<file path="src/rtl/wb_stage.sv">
// Writeback stage: holds one finished instruction, writes the register file on retire
// and counts retirements. Define WB_FWD_EN to drive the forwarding bus from the held instruction.
module wb_stage (
    input  logic        clk,
    input  logic        rst,
    input  logic        mem_valid,
    input  logic        mem_wen,
    input  logic [4:0]  mem_dest,
    input  logic [31:0] mem_result,
    input  logic [31:0] mem_pc,
    input  logic        wb_stall,
    output logic        wb_allowin,
    output logic        wb_valid,
    output logic [31:0] wb_pc,
    output logic        rf_wen,
    output logic [4:0]  rf_waddr,
    output logic [31:0] rf_wdata,
    output logic [4:0]  wb_dest,
    output logic        fwd_valid,
    output logic [4:0]  fwd_dest,
    output logic [31:0] fwd_data,
    output logic [31:0] retire_cnt
);

    logic        valid_q, valid_d;
    logic        wen_q, wen_d;
    logic [4:0]  dest_q, dest_d;
    logic [31:0] result_q, result_d;
    logic [31:0] pc_q, pc_d;
    logic [31:0] retire_cnt_q, retire_cnt_d;
    logic        wb_over;
    logic        load;
    logic        dest_nz;

    always_comb begin
        wb_over      = valid_q & ~wb_stall;
        wb_allowin   = ~valid_q | wb_over;
        load         = mem_valid & wb_allowin;
        dest_nz      = (dest_q != 5'd0);
        valid_d      = wb_allowin ? mem_valid : valid_q;
        wen_d        = wen_q;
        dest_d       = dest_q;
        result_d     = result_q;
        pc_d         = pc_q;
        if (load) begin
            wen_d    = mem_wen;
            dest_d   = mem_dest;
            result_d = mem_result;
            pc_d     = mem_pc;
        end
        retire_cnt_d = wb_over ? retire_cnt_q + 32'd1 : retire_cnt_q;
    end

    always_ff @(posedge clk) begin
        if (rst) begin
            valid_q      <= 1'b0;
            wen_q        <= 1'b0;
            dest_q       <= 5'd0;
            result_q     <= 32'd0;
            pc_q         <= 32'd0;
            retire_cnt_q <= 32'd0;
        end else begin
            valid_q      <= valid_d;
            wen_q        <= wen_d;
            dest_q       <= dest_d;
            result_q     <= result_d;
            pc_q         <= pc_d;
            retire_cnt_q <= retire_cnt_d;
        end
    end

    // Reset discards the held instruction, so a retire coinciding with rst must not write.
    assign rf_wen     = wb_over & wen_q & dest_nz & ~rst;
    assign rf_waddr   = dest_q;
    assign rf_wdata   = result_q;
    assign wb_valid   = valid_q;
    assign wb_pc      = pc_q;
    assign wb_dest    = (valid_q & wen_q) ? dest_q : 5'd0;
    assign retire_cnt = retire_cnt_q;

`ifdef WB_FWD_EN
    assign fwd_valid  = valid_q & wen_q & dest_nz;
    assign fwd_dest   = dest_q;
    assign fwd_data   = result_q;
`else
    assign fwd_valid  = 1'b0;
    assign fwd_dest   = 5'd0;
    assign fwd_data   = 32'd0;
`endif

endmodule

</file>
<file path="config.mk">
export PLATFORM = sky130hd
export DESIGN_NAME = wb_stage
export DESIGN_NICKNAME = d
export VERILOG_FILES = /design/src/rtl/wb_stage.sv
export SDC_FILE = /design/constraint.sdc
export NUM_CORES = 1
export LEC_CHECK = 0
export BUFFER_PORTS_ARGS = -buffer_cell sky130_fd_sc_hd__buf_2
export CAP_MARGIN = 5
export CORE_MARGIN = 4
export CORE_UTILIZATION = 49
export DETAILED_ROUTE_END_ITERATION = 8
export PLACE_DENSITY = 0.86
export SYNTH_ARGS = -nofsm -noshare
export SYNTH_HDL_FRONTEND = slang
export SYNTH_SLANG_ARGS = --single-unit
</file>
<file path="constraint.sdc">
create_clock -name clk -period 3.5 [get_ports clk]
set_input_delay 0.7 -clock clk [delete_from_list [all_inputs] [get_ports clk]]
set_output_delay 0.7 -clock clk [all_outputs]
set_load 0.03 [all_outputs]
</file>
==> results of run 1 <==
==> worst max-delay path, cell delays in order, from the launching register on <==
cell and delay (ns):
dfxtp_1 0.60, nand2_1 0.09, a2111oi_0 0.25, buf_2 0.28
==> layout by cell type (no fill, tap or decap), types with 2 or more instances in the layout <==
cell type	synthesis	routed
o21ai_0	5	5
buf_2	2	181
or3_1	5	5
a21oi_1	76	76
buf_4	39	6
inv_6	0	2
clkbuf_8	0	10
dfxtp_1	103	103
nor2_1	29	29
nor3_1	7	7
nand2_1	153	152
and3_1	7	7
nor2_2	2	2
xor2_1	21	21
conb_1	1	38
nand3_1	10	10
nand4_1	15	15
xnor2_1	5	5
inv_1	3	3
==> how the worst min path moves through the flow <==
stage,end,startpoint,cells past startpoint,slack (ns)
6_report,rf_wdata[18],rf_wdata[18],2,0.46
3_5_place_dp,wb_pc[10],wb_pc[10],2,0.44
2_1_floorplan,wen_q,wen_q,2,0.48
3_3_place_gp,rf_wdata[2],rf_wdata[2],2,0.44
5_1_grt,rf_wdata[15],rf_wdata[15],2,0.48
4_1_cts,wb_pc[10],wb_pc[10],2,0.46
==> synth_stat cells, types with 2 or more instances <==
cell | n | area share (%)
a21oi_1 | 76 | 9.0
and2_1 | 2 | 0.30
and3_1 | 7 | 1.0
buf_2 | 2 | 0.24
buf_4 | 39 | 6.9
clkbuf_1 | 27 | 2.4
dfxtp_1 | 103 | 49
inv_1 | 3 | 0.27
nand2_1 | 153 | 14
nand3_1 | 10 | 1.2
nand4_1 | 15 | 2.2
nor2_1 | 29 | 2.6
nor2_2 | 2 | 0.30
nor3_1 | 7 | 0.83
o21ai_0 | 5 | 0.59
or3_1 | 5 | 0.74
xnor2_1 | 5 | 1.0
xor2_1 | 21 | 4.3
==> power by group through the flow <==
stage | Sequential [mW] | Clock, mW | Combinational [mW]
2_1_floorplan | 1.37 | 0 | 0.188
3_3_place_gp | 1.27 | 0 | 0.358
3_5_place_dp | 1.28 | 0 | 0.365
4_1_cts | 1.25 | 0.789 | 0.366
5_1_grt | 1.26 | 0.840 | 0.396
6_report | 1.25 | 0.770 | 0.364
==> layout make-up <==
class	instances	area, um2
clock buffer	10	138
clock inverter	6	75.1
fill	714	3040
inverter	3	11.3
multi-input combinational	389	1890
sequential	103	2060
tap	105	131
timing repair buffer	187	951
==> cell families (layout without fill, tap and decap cells) <==
kind of cell / count (synthesis) / in the layout
muxes: 1 / 1
AOI/OAI and AO/OA: 82 / 82
adders and majority gates: 1 / 1
DFF: 103 / 103
buffers and inverters: 72 / 206
xor gates and xnor gates: 26 / 26
and+or+nand+nor: 241 / 241
other: 1 / 38
==> registers in the layout (all words and copies together) (netlist names) <==
signal and count:
rf_waddr 5, wb_pc 32, retire_cnt 32, rf_wdata 32
wen_q 1, wb_valid 1
==> layer usage <==
metal  track usage [%]  vias up  share of wire [%]  wire [um]
met3              8.03       21                 10       1110
met4              7.77        0                1.7        189
met1              24.2     1817                 37       4100
met2              36.1      170                 51       5720
li1                  -     1976                  -          -
met5                 0        -                  0          0
==> flow_metrics.py, run 1 <==
metrics = {
    "synthesis": {
        "syn_inst": 527,
        "post_synth_fa_ha_maj_area_fraction_pct": 0.296,
        "yosys_most_used_dff": "dfxtp_1",
        "synthSimpleGateAreaFrac_pct": 25.4,
        "yosys-mux-area-fraction_pct": 0.236,
        "synth_edf_count": 0,
        "async_reset_ff_share_pct": 0,
        "synth.distinct_cells": 34,
        "avgSynthCellArea_um2": 8.03,
        "synth_compound_gate_area_share_pct": 9.78,
        "synthXorXnorAreaFrac_pct": 5.38,
        "dominant_combinational_cell_family_by_area_after_synthesis": "simple AND/OR/NAND/NOR gates",
        "ys_seq_area_share_pct": 48.7,
        "synth_area_mm2": 0.00423,
        "ys.warnings.count": 0,
        "synth_seq_cells": 103,
    },
    "timing": {
        "fin_tns_setup_ns": 0,
        "finalHoldWorstSlack_ns": 0.456,
        "worst_pin_slew_ns": 1.02,
        "fin_skew_ns": 0.0101,
        "final-setup-viol-count": 0,
        "max-slew-margin-rel_pct": 32.1,
        "fin_ws_ns": 1.23,
        "rsz_0062_raised_after_global_routing": "no",
        "max_freq_mhz": 440,
        "layout_worst_path_cycle_share_pct": 65.0,
        "finalMaxSlewViolations": 0,
        "hold_viol": 0,
        "period_minus_slack_ns": 2.27,
    },
    "layout": {
        "postLayoutCellArea_mm2": 0.00526,
        "layout-drive-gt1-share_pct": 30.4,
        "synthToLayoutAreaGrowth_pct": 24.2,
        "stdcell_count": 803,
        "antenna-diode-count": 0,
        "utilization_pct": 63.3,
        "nNetsFinal": 768,
    },
    "clocking": {
        "ctsLongestPathBuffers": 2,
        "clock-sinks": 103,
        "cts_setup_buffers": 0,
        "htreeDepth": 3,
        "cts.reportedPaths.clkPinSlew_ns": 0.10,
        "clkLatencyLatePin_ns": 0.35,
        "cts_resized": 0,
        "cts.root.buffer_cell": "clkbuf_8",
        "cts_tree": "built",
        "cts_inserted_buffers": 9,
        "hold_buf_count_cts": 0,
    },
    "grt": {
        "globalRoute.totalOverflow": 0,
        "grt.total_usage_pct": 21.2,
        "grt_pass1_wl_um": 17500,
        "grt_max_degree": 104,
        "grt_pass1_vias": 3807,
        "grt_antenna_before_repair": 0,
    },
    "placed_design": {
        "pre_cts_ws_ns": 1.17,
        "dp_cells": 787,
        "io_buffer_count": 182,
        "dp.final_hpwl_um": 8330,
        "routabilityCongestion": 0.827,
        "post_dp_cell_area_mm2": 0.00504,
    },
    "setup_path": {
        "worstSetupStartpointType": "flop",
        "worst-r2r-cell-count": 5,
        "worst_ep_arrival_time_ns": 1.57,
        "setup.worst_path.start": "wb_valid",
        "critical_path_peak_fanout": 12,
        "rrSetupSlack_ns": 1.41,
        "regToRegEndpoint": "retire_cnt[31]",
        "endpoint": "rf_wen",
        "regToRegStartpoint": "wb_valid",
        "required_ns": 2.80,
        "endpoint_kind": "output port",
        "critical_setup_path_class": "reg -> out",
    },
    "pwr": {
        "clock_power_share_pct": 32.3,
        "power.density_cell_area_mw_per_mm2": 454,
        "seq_power_share_pct": 52.4,
        "p_total_mw": 2.39,
        "irDropWorstVdd_mv": 0.283,
        "switching_share_of_power_pct": 29.6,
        "internal-power_mw": 1.68,
        "leakage_nw": 2.54,
        "switch_pwr_mw": 0.705,
        "power.share.combinational_pct": 15.3,
    },
    "route": {
        "drt-pass1-iter-count": 4,
        "detail_route.drc_violations": 0,
        "drt_iter0_markers": 161,
        "finalWirelength_um": 11100,
        "route.vias.total": 3984,
        "postRouteAntennaNets": 0,
        "viasPerCell": 4.96,
        "wire_per_inst_um": 13.9,
    },
    "floorplanning": {
        "die-height_um": 101,
        "initial_utilization_pct": 51.0,
        "std_cell_rows": 33,
        "full_die_area_mm2": 0.0102,
        "ios": 221,
        "die_x_um": 101,
        "core_region_area_mm2": 0.00830,
    },
    "status": {
        "status": "finished, final reports clean",
    },
    "run": {
        "drv.max_cap_violation_count": 0,
    },
    "min_path": {
        "hold_path_class": "reg -> reg",
    },
}
Note: power is estimated with default switching activity, not from simulation.
==> run 2: changes to the inputs <==
--- a/config.mk
+++ b/config.mk
@@ -8,9 +8,9 @@
 export BUFFER_PORTS_ARGS = -buffer_cell sky130_fd_sc_hd__buf_2
 export CAP_MARGIN = 5
 export CORE_MARGIN = 4
-export CORE_UTILIZATION = 49
+export CORE_UTILIZATION = 41
 export DETAILED_ROUTE_END_ITERATION = 8
-export PLACE_DENSITY = 0.86
+export PLACE_DENSITY = 0.77
 export SYNTH_ARGS = -nofsm -noshare
 export SYNTH_HDL_FRONTEND = slang
 export SYNTH_SLANG_ARGS = --single-unit
==> constraint.sdc (replaced) <==
create_clock -name clk -period 1.9 [get_ports clk]
set_input_delay 0.38 -clock clk [delete_from_list [all_inputs] [get_ports clk]]
set_output_delay 0.38 -clock clk [all_outputs]
set_load 0.03 [all_outputs]
==> run 2 against run 1 <==
Net effect: highest routed layer unchanged; final cell count rose by 4.7%; worst hold slack got worse by 0.21 ns; combinational power rose by 90%; total power rose by 86%.
==> flow_metrics.py, run 2 (synthesis results as in run 1) <==
metrics = {
    "timing": {
        "period_minus_slack_ns": 1.78,
        "hold_viol": 0,
        "finalHoldWorstSlack_ns": 0.249,
        "final-setup-viol-count": 0,
        "fin_ws_ns": 0.116,
        "worst_pin_slew_ns": 1.07,
        "finalMaxSlewViolations": 0,
        "max-slew-margin-rel_pct": 28.9,
        "rsz_0062_raised_after_global_routing": "no",
        "fin_skew_ns": 0.00561,
        "fin_tns_setup_ns": 0,
        "max_freq_mhz": 560,
        "layout_worst_path_cycle_share_pct": 93.9,
    },
    "layout": {
        "layout-drive-gt1-share_pct": 31.4,
        "mostFrequentLayoutCell": "buf_2",
        "antenna-diode-count": 0,
        "nFillCells": 948,
        "stdcell_count": 841,
        "nNetsFinal": 778,
        "synthToLayoutAreaGrowth_pct": 28.1,
        "utilization_pct": 54.7,
        "final_cell_mix": "180 x buf_2, 152 x nand2_1, 101 x dfxtp_1, 76 x a21oi_1, 38 x conb_1",
        "regArea_mm2": 0.00206,
        "postLayoutCellArea_mm2": 0.00542,
        "area_taken_by_multi_input_logic_gates_mm2": 0.00191,
    },
    "pwr": {
        "leakage_nw": 2.62,
        "irDropWorstVdd_mv": 0.431,
        "p_total_mw": 4.43,
        "power.density_cell_area_mw_per_mm2": 817,
    },
    "floorplanning": {
        "core_region_area_mm2": 0.00991,
        "die-height_um": 110,
        "ios": 221,
        "initial_utilization_pct": 42.7,
        "std_cell_rows": 36,
        "full_die_area_mm2": 0.0120,
        "die_x_um": 110,
    },
    "grt": {
        "globalRoute.totalOverflow": 0,
        "grt_pass1_wl_um": 17700,
        "grt_max_degree": 104,
        "grt_pass1_vias": 3815,
        "grt_antenna_before_repair": 0,
        "grt.total_usage_pct": 18.4,
    },
    "route": {
        "detail_route.drc_violations": 0,
        "drt_iter0_markers": 176,
        "route.vias.total": 4013,
        "postRouteAntennaNets": 0,
        "finalWirelength_um": 11200,
        "wire_per_inst_um": 13.3,
        "viasPerCell": 4.77,
        "drt-pass1-iter-count": 4,
    },
    "placed_design": {
        "dp.final_hpwl_um": 8260,
        "io_buffer_count": 182,
        "pre_cts_ws_ns": 0.0869,
        "dp_cells": 824,
        "routabilityCongestion": 0.853,
        "post_dp_cell_area_mm2": 0.00518,
    },
    "status": {
        "status": "finished, final reports clean",
    },
    "clocking": {
        "cts.root.buffer_cell": "clkbuf_8",
        "ctsLongestPathBuffers": 2,
        "cts.reportedPaths.clkPinSlew_ns": 0.09,
        "hold_buf_count_cts": 0,
        "clock-sinks": 103,
        "clkLatencyLatePin_ns": 0.36,
        "cts_tree": "built",
        "cts_inserted_buffers": 9,
        "htreeDepth": 3,
    },
    "setup_path": {
        "critical_path_peak_fanout": 4,
        "endpoint_kind": "output port",
        "max_stage_delay_ns": 0.38,
        "worstSetupStartpointType": "flop",
        "critical_setup_path_class": "reg -> out",
        "crit_path_top_delay_cell": "a2111oi_4",
        "cpLargestDelayFamily": "compound AO/OA/AOI/OAI gates",
        "worst_ep_arrival_time_ns": 1.40,
        "worstPathCellList": "nor3_1 -> a2111oi_4 -> buf_6",
        "required_ns": 1.52,
        "worst-path-buf-inv": 1,
    },
    "run": {
        "drv.max_cap_violation_count": 0,
    },
    "min_path": {
        "hold_path_class": "in -> reg",
    },
}
run 2: cell count changes in the layout (fill, tap and decap cells not counted), sizes merged:
cell      change
clkbuf        +2
buf          +10
bufinv        +1
clkinvlp      -1
clkinv        +1
inv           -3
run 2: per-layer routing:
layer / up-vias / GRT usage [%] / part of all wire, %
met5: - / 0 / 0
met4: 0 / 5.79 / 1.8
met3: 18 / 7.81 / 11
met2: 156 / 30.1 / 48
met1: 1851 / 21.7 / 39
li1: 1988 / - / -
run 2: worst min-delay path, cell delays in order:
cell and delay [ns]:
buf_2 0.10, nand2_1 0.04, a21oi_1 0.05
run 2: final cells by class:
type                       instances  share of cell area, %
clock buffer                      12                   2.49
clock inverter                     4                   1.29
inverter                           3                  0.208
multi-input combinational        389                   35.3
sequential                       103                   38.1
tap                              133                   3.07
timing repair buffer             197                   19.6
run 2: power breakdown:
group / leakage [nW] / switching, mW / total [mW] / internal, mW
logic: 1.67 / 0.500 / 0.690 / 0.190
registers: 0.843 / 0.0484 / 2.30 / 2.25
clock network: 0.104 / 0.702 / 1.44 / 0.741
total: 2.62 / 1.25 / 4.43 / 3.18
run 2: timing repair:
action | in CTS | in global routing
buffers inserted | 0 | 1
gates cloned | 0 | 0
pin swaps | 0 | 1
gates resized for setup | 2 | 5
endpoints found under the setup margin | 1 | 4
run 2: final timing paths:
kind             startpoint  cells after the start  slack, ns              to
min           mem_result[3]                      3       0.25     rf_wdata[3]
min reg2reg       wb_pc[28]                      2       0.45       wb_pc[28]
max             rf_waddr[4]                      3       0.12          rf_wen
max reg2reg  retire_cnt[17]                      6       0.14  retire_cnt[30]
==> run 3: changes to the inputs <==
==> constraint.sdc (replaced) <==
create_clock -name clk -period 1.9 [get_ports clk]
set_input_delay 0.19 -clock clk [delete_from_list [all_inputs] [get_ports clk]]
set_output_delay 0.19 -clock clk [all_outputs]
set_load 0.03 [all_outputs]
==> run 3 against run 2 <==
Net effect: register-to-register slack better by 0.04 ns; total power is 3.1% lower; sequential share of layout area is 0.20 points higher; worst hold slack worse by 0.19 ns; combinational power is 0.9% lower; core utilization is 0.32 points lower; non-clock buffer count is 1 lower; fmax is 3.9% higher; clock skew is 0.0012 ns higher; critical path type unchanged; clock power is 9% lower.
==> flow_metrics.py, run 3 (synthesis results as in run 1) <==
metrics = {
    "status": {
        "status": "finished, final reports clean",
    },
    "layout": {
        "stdcell_count": 840,
        "regArea_mm2": 0.00206,
        "synthToLayoutAreaGrowth_pct": 27.4,
        "nNetsFinal": 778,
        "postLayoutCellArea_mm2": 0.00539,
        "area_taken_by_multi_input_logic_gates_mm2": 0.00191,
        "mostFrequentLayoutCell": "buf_2",
        "nFillCells": 933,
        "antenna-diode-count": 0,
        "layout-drive-gt1-share_pct": 31.5,
        "final_cell_mix": "181 x buf_2, 152 x nand2_1, 102 x dfxtp_1, 76 x a21oi_1, 38 x conb_1",
    },
    "floorplanning": {
        "ios": 221,
        "die_x_um": 110,
        "die-height_um": 110,
        "std_cell_rows": 36,
        "full_die_area_mm2": 0.0120,
        "core_region_area_mm2": 0.00991,
        "initial_utilization_pct": 42.7,
    },
    "timing": {
        "layout_worst_path_cycle_share_pct": 90.3,
        "finalMaxSlewViolations": 0,
        "fin_tns_setup_ns": 0,
        "fin_skew_ns": 0.00684,
        "hold_viol": 0,
        "period_minus_slack_ns": 1.72,
        "max_freq_mhz": 583,
        "rsz_0062_raised_after_global_routing": "no",
        "final-setup-viol-count": 0,
    },
    "setup_path": {
        "endpoint_kind": "output port",
        "critical_setup_path_class": "reg -> out",
        "required_ns": 1.71,
        "critical_path_peak_fanout": 7,
        "worst_ep_arrival_time_ns": 1.53,
        "worstSetupStartpointType": "flop",
    },
    "route": {
        "wire_per_inst_um": 13.2,
        "drt-pass1-iter-count": 4,
        "drt_iter0_markers": 176,
        "viasPerCell": 4.74,
        "postRouteAntennaNets": 0,
        "route.vias.total": 3982,
        "finalWirelength_um": 11100,
        "detail_route.drc_violations": 0,
    },
    "clocking": {
        "hold_buf_count_cts": 0,
        "ctsLongestPathBuffers": 2,
        "cts_inserted_buffers": 9,
        "clkLatencyLatePin_ns": 0.36,
        "cts.root.buffer_cell": "clkbuf_8",
        "htreeDepth": 3,
        "clock-sinks": 103,
        "cts_tree": "built",
        "cts.reportedPaths.clkPinSlew_ns": 0.10,
    },
    "pwr": {
        "leakage_nw": 2.60,
        "irDropWorstVdd_mv": 0.493,
        "p_total_mw": 4.29,
        "power.density_cell_area_mw_per_mm2": 796,
    },
    "run": {
        "drv.max_cap_violation_count": 0,
    },
    "placed_design": {
        "dp.final_hpwl_um": 8130,
        "dp_cells": 821,
        "post_dp_cell_area_mm2": 0.00517,
        "routabilityCongestion": 0.864,
        "io_buffer_count": 182,
    },
    "min_path": {
        "hold_path_class": "in -> reg",
    },
    "grt": {
        "grt_pass1_vias": 3712,
        "grt.total_usage_pct": 18.0,
        "globalRoute.totalOverflow": 0,
        "grt_antenna_before_repair": 0,
        "grt_pass1_wl_um": 17300,
        "grt_max_degree": 104,
    },
}
-- run 3: critical path, stage by stage, from the launching register on --
cell	delay, ns
dfxtp_2	0.41
buf_4	0.17
nand2_1	0.07
a2111oi_2	0.24
buf_2	0.28
-- run 3: final cells by class --
type	count	share of cell area (%)
repair buffers	196	19.6
well taps	133	3.09
multi-input cells	390	35.4
flip-flops and latches	103	38.3
clock buffers	9	2.30
inverters	3	0.209
clock inverters	6	1.16
-- run 3: worst paths after layout --
kind,start,cells past startpoint,slack [ns],endpoint
max,wb_valid,4,0.18,rf_wen
min,mem_pc[7],3,0.06,wb_pc[7]
max reg2reg,retire_cnt[17],5,0.18,retire_cnt[31]
min reg2reg,wb_pc[5],2,0.46,wb_pc[5]
-- run 3: timing repair --
| action | 4_1_cts | 5_1_grt |
|---|---|---|
| setup buffers | 0 | 3 |
| resized for setup | 0 | 2 |
| setup endpoints to repair | 0 | 7 |
-- run 3: power by group --
| part | total [mW] | internal [mW] | leakage, nW | switching, mW |
|---|---|---|---|---|
| logic | 0.684 | 0.191 | 1.67 | 0.493 |
| registers | 2.30 | 2.25 | 0.842 | 0.0496 |
| clock network | 1.31 | 0.597 | 0.0871 | 0.715 |
-- run 3: routing by layer --
layer / up-vias / global-route usage, % / wire length (um)
met3: 13 / 6.64 / 1230
met5: - / 0 / 0
met1: 1799 / 21.1 / 4220
met2: 177 / 29.7 / 5490
met4: 0 / 7.57 / 156
li1: 1993 / - / -
-- run 3: through the flow --
stage               utilization, %  setup WS, ns  hold WS [ns]
detailed placement            52.1         0.134         0.435
floorplan                        -        0.0502         0.307
finish                        54.4         0.184        0.0569
global route                  54.4        0.0143        0.0202
CTS                           54.0        0.0144        0.0280
global placement              52.1         0.218         0.429
